### config.mk
export PLATFORM = sky130hd
export DESIGN_NAME = wordslice_array
export DESIGN_NICKNAME = d
export VERILOG_FILES = /design/src/rtl/wordslice_array.sv
export SDC_FILE = /design/constraint.sdc
export NUM_CORES = 1
export LEC_CHECK = 0
export CAP_MARGIN = 30
export CELL_PAD_IN_SITES_DETAIL_PLACEMENT = 0
export CELL_PAD_IN_SITES_GLOBAL_PLACEMENT = 2
export CORE_MARGIN = 8
export CORE_UTILIZATION = 25
export DETAILED_ROUTE_END_ITERATION = 8
export GPL_TIMING_DRIVEN = 0
export HOLD_SLACK_MARGIN = 0.05
export PLACE_DENSITY_LB_ADDON = 0.1
export SKIP_LAST_GASP = 1
export SLEW_MARGIN = 20
export SYNTH_ARGS = -nofsm -noshare
export SYNTH_HDL_FRONTEND = slang
export SYNTH_SLANG_ARGS = --single-unit
### constraint.sdc
create_clock -name clk -period 1.7 [get_ports clk]
set_input_delay 0.34 -clock clk [delete_from_list [all_inputs] [get_ports clk]]
set_output_delay 0.34 -clock clk [all_outputs]
set_load 0.03 [all_outputs]
### src/rtl/wordslice_array.sv
// wordslice_array: masked-write word array with registered read port and init sweep
module wordslice_array #(
  parameter int ADDR_WIDTH = 3,
  parameter int DATA_WIDTH = 8,
  parameter logic [DATA_WIDTH-1:0] INIT_VALUE = '0
) (
  input  logic                  clk,
  input  logic                  rst_n,
  input  logic                  init_req,
  output logic                  busy,
  input  logic                  wr_en,
  input  logic [ADDR_WIDTH-1:0] wr_addr,
  input  logic [DATA_WIDTH-1:0] DIN,
  input  logic [DATA_WIDTH-1:0] wmask,
  input  logic                  rd_en,
  input  logic [ADDR_WIDTH-1:0] rd_addr,
  output logic [DATA_WIDTH-1:0] DOUT,
  output logic                  dout_valid
);
  localparam int DEPTH = 2 ** ADDR_WIDTH;
  localparam logic [ADDR_WIDTH:0] LAST = (ADDR_WIDTH + 1)'(DEPTH - 1);
  typedef enum logic {INIT, IDLE} state_t;
  state_t                state;
  logic [ADDR_WIDTH:0]   cnt;
  logic [DATA_WIDTH-1:0] mem [DEPTH];
  logic [DATA_WIDTH-1:0] merged;
  logic                  wr_go, rd_go;
  always_comb begin
    wr_go  = state == IDLE && !init_req && wr_en;
    rd_go  = state == IDLE && !init_req && rd_en;
    merged = (mem[wr_addr] & ~wmask) | (DIN & wmask);
  end
  always_ff @(posedge clk or negedge rst_n) begin
    if (!rst_n) begin
      state      <= INIT;
      cnt        <= '0;
      busy       <= 1'b1;
      DOUT       <= '0;
      dout_valid <= 1'b0;
    end else begin
      dout_valid <= rd_go;
      if (rd_go) DOUT <= (wr_go && wr_addr == rd_addr) ? merged : mem[rd_addr];
      if (state == INIT) begin
        cnt   <= cnt == LAST ? '0 : cnt + 1'b1;
        state <= cnt == LAST ? IDLE : INIT;
        busy  <= cnt != LAST;
      end else if (init_req) begin
        cnt   <= '0;
        state <= INIT;
        busy  <= 1'b1;
      end
    end
  end
  always_ff @(posedge clk) begin
    if (rst_n && state == INIT) mem[cnt[ADDR_WIDTH-1:0]] <= INIT_VALUE;
    else if (wr_go) mem[wr_addr] <= merged;
  end
endmodule

==> results.cfg, run 1 <==
[outcome]
status = complete, but fails checks
violations = negative setup slack

[clocking]
clk_latency_ns = 0.34
cts.sinks = 79
tritoncts = done
path_clk_slew_ns = 0.06
clockBufferDepth = 2
cts_root_buf = clkbuf_16
numCtsBuffers = 9
htree_levels = 3

[timing]
rsz0062_at_grt = true
slew_headroom_pct = 54.1
hold_viol = 0
timing.fmax_ghz = 0.568
worst_pin_slew_ns = 0.686
tns_ns = -1.15
min_period_ns = 1.76
setup_viol = 40
slew_violations = 0
final.setup.worst_slack_ns = -0.0592
finalClockSkew_ns = 0.00656
finalCritPeriodShare_pct = 103

[power_and_ir_drop]
total_power_mw = 7.14
p_leak_nw = 2.00
powerDensity_mw_per_mm2 = 1270
ir_worst_vdd_mv = 0.511

[placement]
port_buffers = 32
gp_congestion = 0.674
place_ws_ns = -1.65
dp_cells = 514
dp_hpwl_mm = 7.68
placed_cell_area_mm2 = 0.00461

[synthesis]
syn_nets = 293
ys_types = 39
ys.flop_type = edfxtp_1
syn-mean-instance-area_um2 = 15.0
yosys-top-cells-count = edfxtp_1 (64), mux2_2 (37), mux4_2 (16)
ys_warn_count = 0
synthTopCellsByArea = edfxtp_1 (48%), mux2_2 (10%), mux4_2 (9.1%), dfrtp_1 (8.8%), mux2i_1 (2.3%)
synth-edff-count = 64
async_flop_share_pct = 19.0
synth_most_common_cell = edfxtp_1
synth_seq_area_share_pct = 57.9
ys_seq_elements = 79
netlist_area_mm2 = 0.00397
syn_inst = 265
yosys.area.top_type_share_pct = 48.4
synth_area_leader_cell = edfxtp_1

[worst_setup_path]
required_ns = 1.91
regToRegSetupSlack_ns = -0.06
rr_worst_depth = 6
crit_buf_inv = 1
r2r-end = DOUT[1]
critPathArrivalTime_ns = 1.97
crit_chain = xor2_1 > a2111oi_4 > o211ai_4 > buf_12 > mux2i_2 > o21ai_1
end_kind = flop
reg2reg_from = cnt[2]
critical_path_class = flop to flop
worst_path_dominant_cell_family = compound AO/OA/AOI/OAI gates
start_kind = flop
path_max_fanout = 6
critPathLaunch = cnt[2]
path_depth = 6
slowest_stage = dfrtp_2
max_stage_delay_ns = 0.45

[route]
remaining_drc_errors = 0
via_count = 2663
postRouteWirelength_mm = 12.5
viasPerCell = 4.67
ant_nets = 0
wl_per_cell_um = 22.0
drt-pass1-iter-count = 4
drtIter0Drc = 147

[worst_hold_path]
holdPathStages = 2
min_from = DOUT[7]
min_to = DOUT[7]
hold_class = flop to flop

[global_route]
grt_pass1_wl_mm = 18.4
grt_overflow = 0
antenna_found_initial = 0
grt_max_degree = 15
grtUsageTotal_pct = 13.0
grt_pass1_vias = 2790

[floorplan]
initial_utilization_pct = 25.3
die_h_um = 142
ios = 37
std_cell_rows = 46
design.core.area_mm2 = 0.0157
dieArea_mm2 = 0.0202
die_w_um = 142

[final_layout]
diodes = 0
area_growth_pct = 41.3
design_area_mm2 = 0.00561
finalNonFillerCells = 570
drive_gt1_share_pct = 46.9
finalNetCount = 377

[flow_run]
drv_cap = 0
==> layer usage <==
layer  wire length [um]  up-vias  GRT usage, %
met2               5760       66          19.7
li1                   -     1226             -
met3                521       25          2.48
met1               5920     1346          17.3
met4                349        0          6.56
met5                  0        -             0
==> cells by family (layout without fill, tap and decap cells) <==
kind of cell	count (synthesis)	after routing	share of synthesized area, %
fa+ha+maj	1	1	0.315
xor+xnor	5	5	1.10
compound gates	50	50	8.89
simple gates	38	38	4.73
mux	65	65	22.9
flops	79	79	57.9
buf+inv	27	116	4.19
==> placed cells by master (no fill, tap or decap), types with 3 or more instances in the layout <==
cell type / count
a21oi_1: 11
a221oi_2: 7
a222oi_1: 8
buf_12: 10
buf_2: 3
buf_4: 30
buf_6: 7
clkbuf_1: 4
clkbuf_16: 9
clkdlybuf4s50_1: 18
dfrtp_1: 10
dfrtp_2: 4
dlygate4sd2_1: 11
edfxtp_1: 64
inv_1: 11
mux2_2: 34
mux2_4: 6
mux2i_2: 3
mux2i_4: 5
mux4_2: 16
nand2_1: 10
nor2_4: 9
nor2b_1: 5
o21ai_0: 4
o21ai_1: 9
xor2_1: 4
==> worst register-to-register path, stage by stage (launching register included) <==
cell and delay [ns]:
dfrtp_2 0.45, xor2_1 0.18, a2111oi_4 0.38, o211ai_4 0.13, buf_12 0.17, mux2i_2 0.23
o21ai_1 0.08
==> worst max-delay path by stage <==
| stage | slack, ns | to |
|---|---|---|
| floorplan | -0.09 | DOUT[0] |
| global placement | -1.90 | DOUT[5] |
| detailed placement | -1.65 | DOUT[5] |
| CTS | -0.05 | mem[4][5] |
| global route | -0.14 | DOUT[2] |
| finish | -0.06 | DOUT[1] |
==> registers in the layout, indices dropped and copies added, names as in the netlist <==
name	flops
mem	64
cnt	4
busy	1
DOUT	8
state	1
dout_valid	1
==> area by class of cell <==
class | count | area [um2]
Tap cell | 216 | 270
Sequential cell | 79 | 2300
Buffer | 14 | 151
Fill cell | 1531 | 10100
Timing Repair Buffer | 75 | 748
Clock buffer | 12 | 236
Clock inverter | 4 | 22.5
Multi-Input combinational cell | 159 | 1830
Inverter | 11 | 41.3
==> stage by stage <==
step | util (%) | hold slack, ns
2_1_floorplan | - | 0.0444
3_3_place_gp | 29.3 | 0.475
3_5_place_dp | 29.3 | 0.474
4_1_cts | 34.5 | 0.482
5_1_grt | 35.7 | 0.504
6_report | 35.7 | 0.477
==> report_power, final <==
part	switching, mW	internal, mW	leakage, nW	total, mW
clock	0.756	0.980	0.118	1.74
sequential	0.242	2.55	0.785	2.80
combinational	1.38	1.23	1.10	2.61
==> repair_timing <==
| action | 4_1_cts | 5_1_grt |
|---|---|---|
| setup buffers | 31 | 12 |
| resized for setup | 68 | 24 |
| pin swaps | 24 | 17 |
| hold buffers | 2 | 0 |
| hold endpoints to repair | 14 | 0 |
| setup endpoints to repair | 145 | 131 |
Note: power is estimated with default switching activity, not from simulation.
==> run 2, diff against run 1 <==
==> constraint.sdc (replaced) <==
create_clock -name clk -period 1.7 [get_ports clk]
set_input_delay 0.34 -clock clk [delete_from_list [all_inputs] [get_ports clk]]
set_output_delay 0.34 -clock clk [all_outputs]
set_load 0.005 [all_outputs]
==> run 2 against run 1 <==
  * Non-clock buffer count fell by 5
  * Critical endpoint is now mem[4][6]
  * Clock power is essentially flat
  * Design area decreased by 0.60%
  * Global-route usage barely moved
  * Total power down 2.3%
  * The run still ends with negative setup slack left
  * Largest cell class unchanged
  * First-iteration DRC count up 12%
==> results.cfg, run 2 (same netlist as run 1, synthesis figures left out) <==
[outcome]
status = complete, but fails checks
violations = negative setup slack

[floorplan]
dieArea_mm2 = 0.0202
initial_utilization_pct = 25.3
die_h_um = 142
ios = 37
std_cell_rows = 46
die_w_um = 142
design.core.area_mm2 = 0.0157

[worst_setup_path]
crit_chain = mux2_4 > a222oi_1 > a221oi_2 > buf_4
slowest_stage = a222oi_1
path_max_fanout = 6
required_ns = 1.79
crit_buf_inv = 1
worst_path_dominant_cell_family = compound AO/OA/AOI/OAI gates
critical_path_class = flop to flop
reg2reg_from = mem[0][6]
end_kind = flop
rr_worst_depth = 4
regToRegSetupSlack_ns = -0.06
start_kind = flop
r2r-end = mem[4][6]
critPathArrivalTime_ns = 1.85
max_stage_delay_ns = 0.47

[final_layout]
fillers = 1523
diodes = 0
drive_gt1_share_pct = 45.0
finalNetCount = 372
final_common_cell = edfxtp_1
utilization_pct = 35.5
reg.largest.list = mem: 64 flops, DOUT: 8 flops, cnt: 4 flops
area_growth_pct = 40.4
top_register = mem
layout_common_cells = edfxtp_1 (64), mux2_2 (37), clkdlybuf4s50_1 (27)
largest_register_ffs = 64

[timing]
hold_viol = 0
finalClockSkew_ns = 0.00592
slew_violations = 0
slew_headroom_pct = 53.2
timing.fmax_ghz = 0.567
final.setup.worst_slack_ns = -0.0634
finalCritPeriodShare_pct = 104
rsz0062_at_grt = true
min_period_ns = 1.76
worst_pin_slew_ns = 0.699
setup_viol = 32

[power_and_ir_drop]
ir_worst_vdd_mv = 0.508
powerDensity_mw_per_mm2 = 1250
p_leak_nw = 1.97

[route]
postRouteWirelength_mm = 12.4
drt-pass1-iter-count = 4
via_count = 2631
wl_per_cell_um = 22.0
remaining_drc_errors = 0
ant_nets = 0
drtIter0Drc = 164
viasPerCell = 4.66

[flow_run]
drv_cap = 0

[clocking]
cts_root_buf = clkbuf_16
path_clk_slew_ns = 0.06
clockBufferDepth = 2
cts.sinks = 79
htree_levels = 3
numCtsBuffers = 9
clk_latency_ns = 0.34
tritoncts = done

[global_route]
grt_max_degree = 15
grtUsageTotal_pct = 13.0
antenna_found_initial = 0
grt_overflow = 0
grt_pass1_wl_mm = 18.4
grt_pass1_vias = 2787

[placement]
port_buffers = 32
dp_hpwl_mm = 7.68
place_ws_ns = -1.65
gp_congestion = 0.674

[worst_hold_path]
hold_class = flop to flop
min_from = DOUT[7]
holdPathStages = 2
min_to = DOUT[7]
## run 2: report_power, final
part	internal (mW)	switching, mW
logic	1.27	1.19
registers	2.55	0.231
clock network	0.981	0.758
## run 2: repair_timing
action | in CTS | in global routing
endpoints found under the hold margin | 14 | 0
gates resized for setup | 58 | 15
hold buffers | 2 | 0
endpoints found under the setup margin | 137 | 131
cloned | 0 | 0
setup buffers | 32 | 9
pin swaps | 23 | 11
## run 2: worst register-to-register path: cells and delay by family (launching register included)
family	cells	cell delay, ns
mux	1	0.27
flops	1	0.38
buf+inv	1	0.20
compound gates	2	0.67
## run 2: how the worst max path moves through the flow
| stage | startpoint | end | slack [ns] | cells past startpoint |
|---|---|---|---|---|
| 6_report | mem[0][6] | mem[4][6] | -0.06 | 4 |
| 2_1_floorplan | wr_addr[0] | DOUT[0] | -0.09 | 7 |
| 3_3_place_gp | wr_addr[2] | DOUT[5] | -1.90 | 6 |
| 4_1_cts | wr_addr[2] | mem[4][6] | -0.08 | 5 |
| 3_5_place_dp | wr_addr[2] | DOUT[5] | -1.65 | 7 |
| 5_1_grt | mem[4][2] | DOUT[2] | -0.14 | 5 |
## run 2: area by class of cell
type,count,area (um2),area share [%]
Clock inverter,4,22.5,0.404
Inverter,11,41.3,0.741
Tap cell,216,270,4.85
Multi-Input combinational cell,159,1800,32.3
Timing Repair Buffer,70,746,13.4
Sequential cell,79,2300,41.3
Buffer,14,151,2.72
Clock buffer,12,236,4.24
## run 2: metrics by stage
step | cells | cell area [um2] | power (mW) | hold WS (ns) | TNS [ns]
floorplan | 265 | 4010 | 3.79 | 0.0444 | -2.80
global placement | 513 | 4600 | 4.51 | 0.475 | -200.25
detailed placement | 514 | 4610 | 4.51 | 0.474 | -178.72
CTS | 560 | 5480 | 6.98 | 0.487 | -2.04
global route | 565 | 5570 | 7.34 | 0.509 | -6.20
finish | 565 | 5570 | 6.98 | 0.479 | -1.11
## run 2: routing by layer
metal | track usage, % | wire length, um | vias to the layer above
met4 | 5.94 | 317 | 0
met1 | 17.2 | 5830 | 1330
li1 | - | - | 1211
met5 | 0 | 0 | -
met2 | 20.1 | 5710 | 69
met3 | 2.58 | 588 | 21
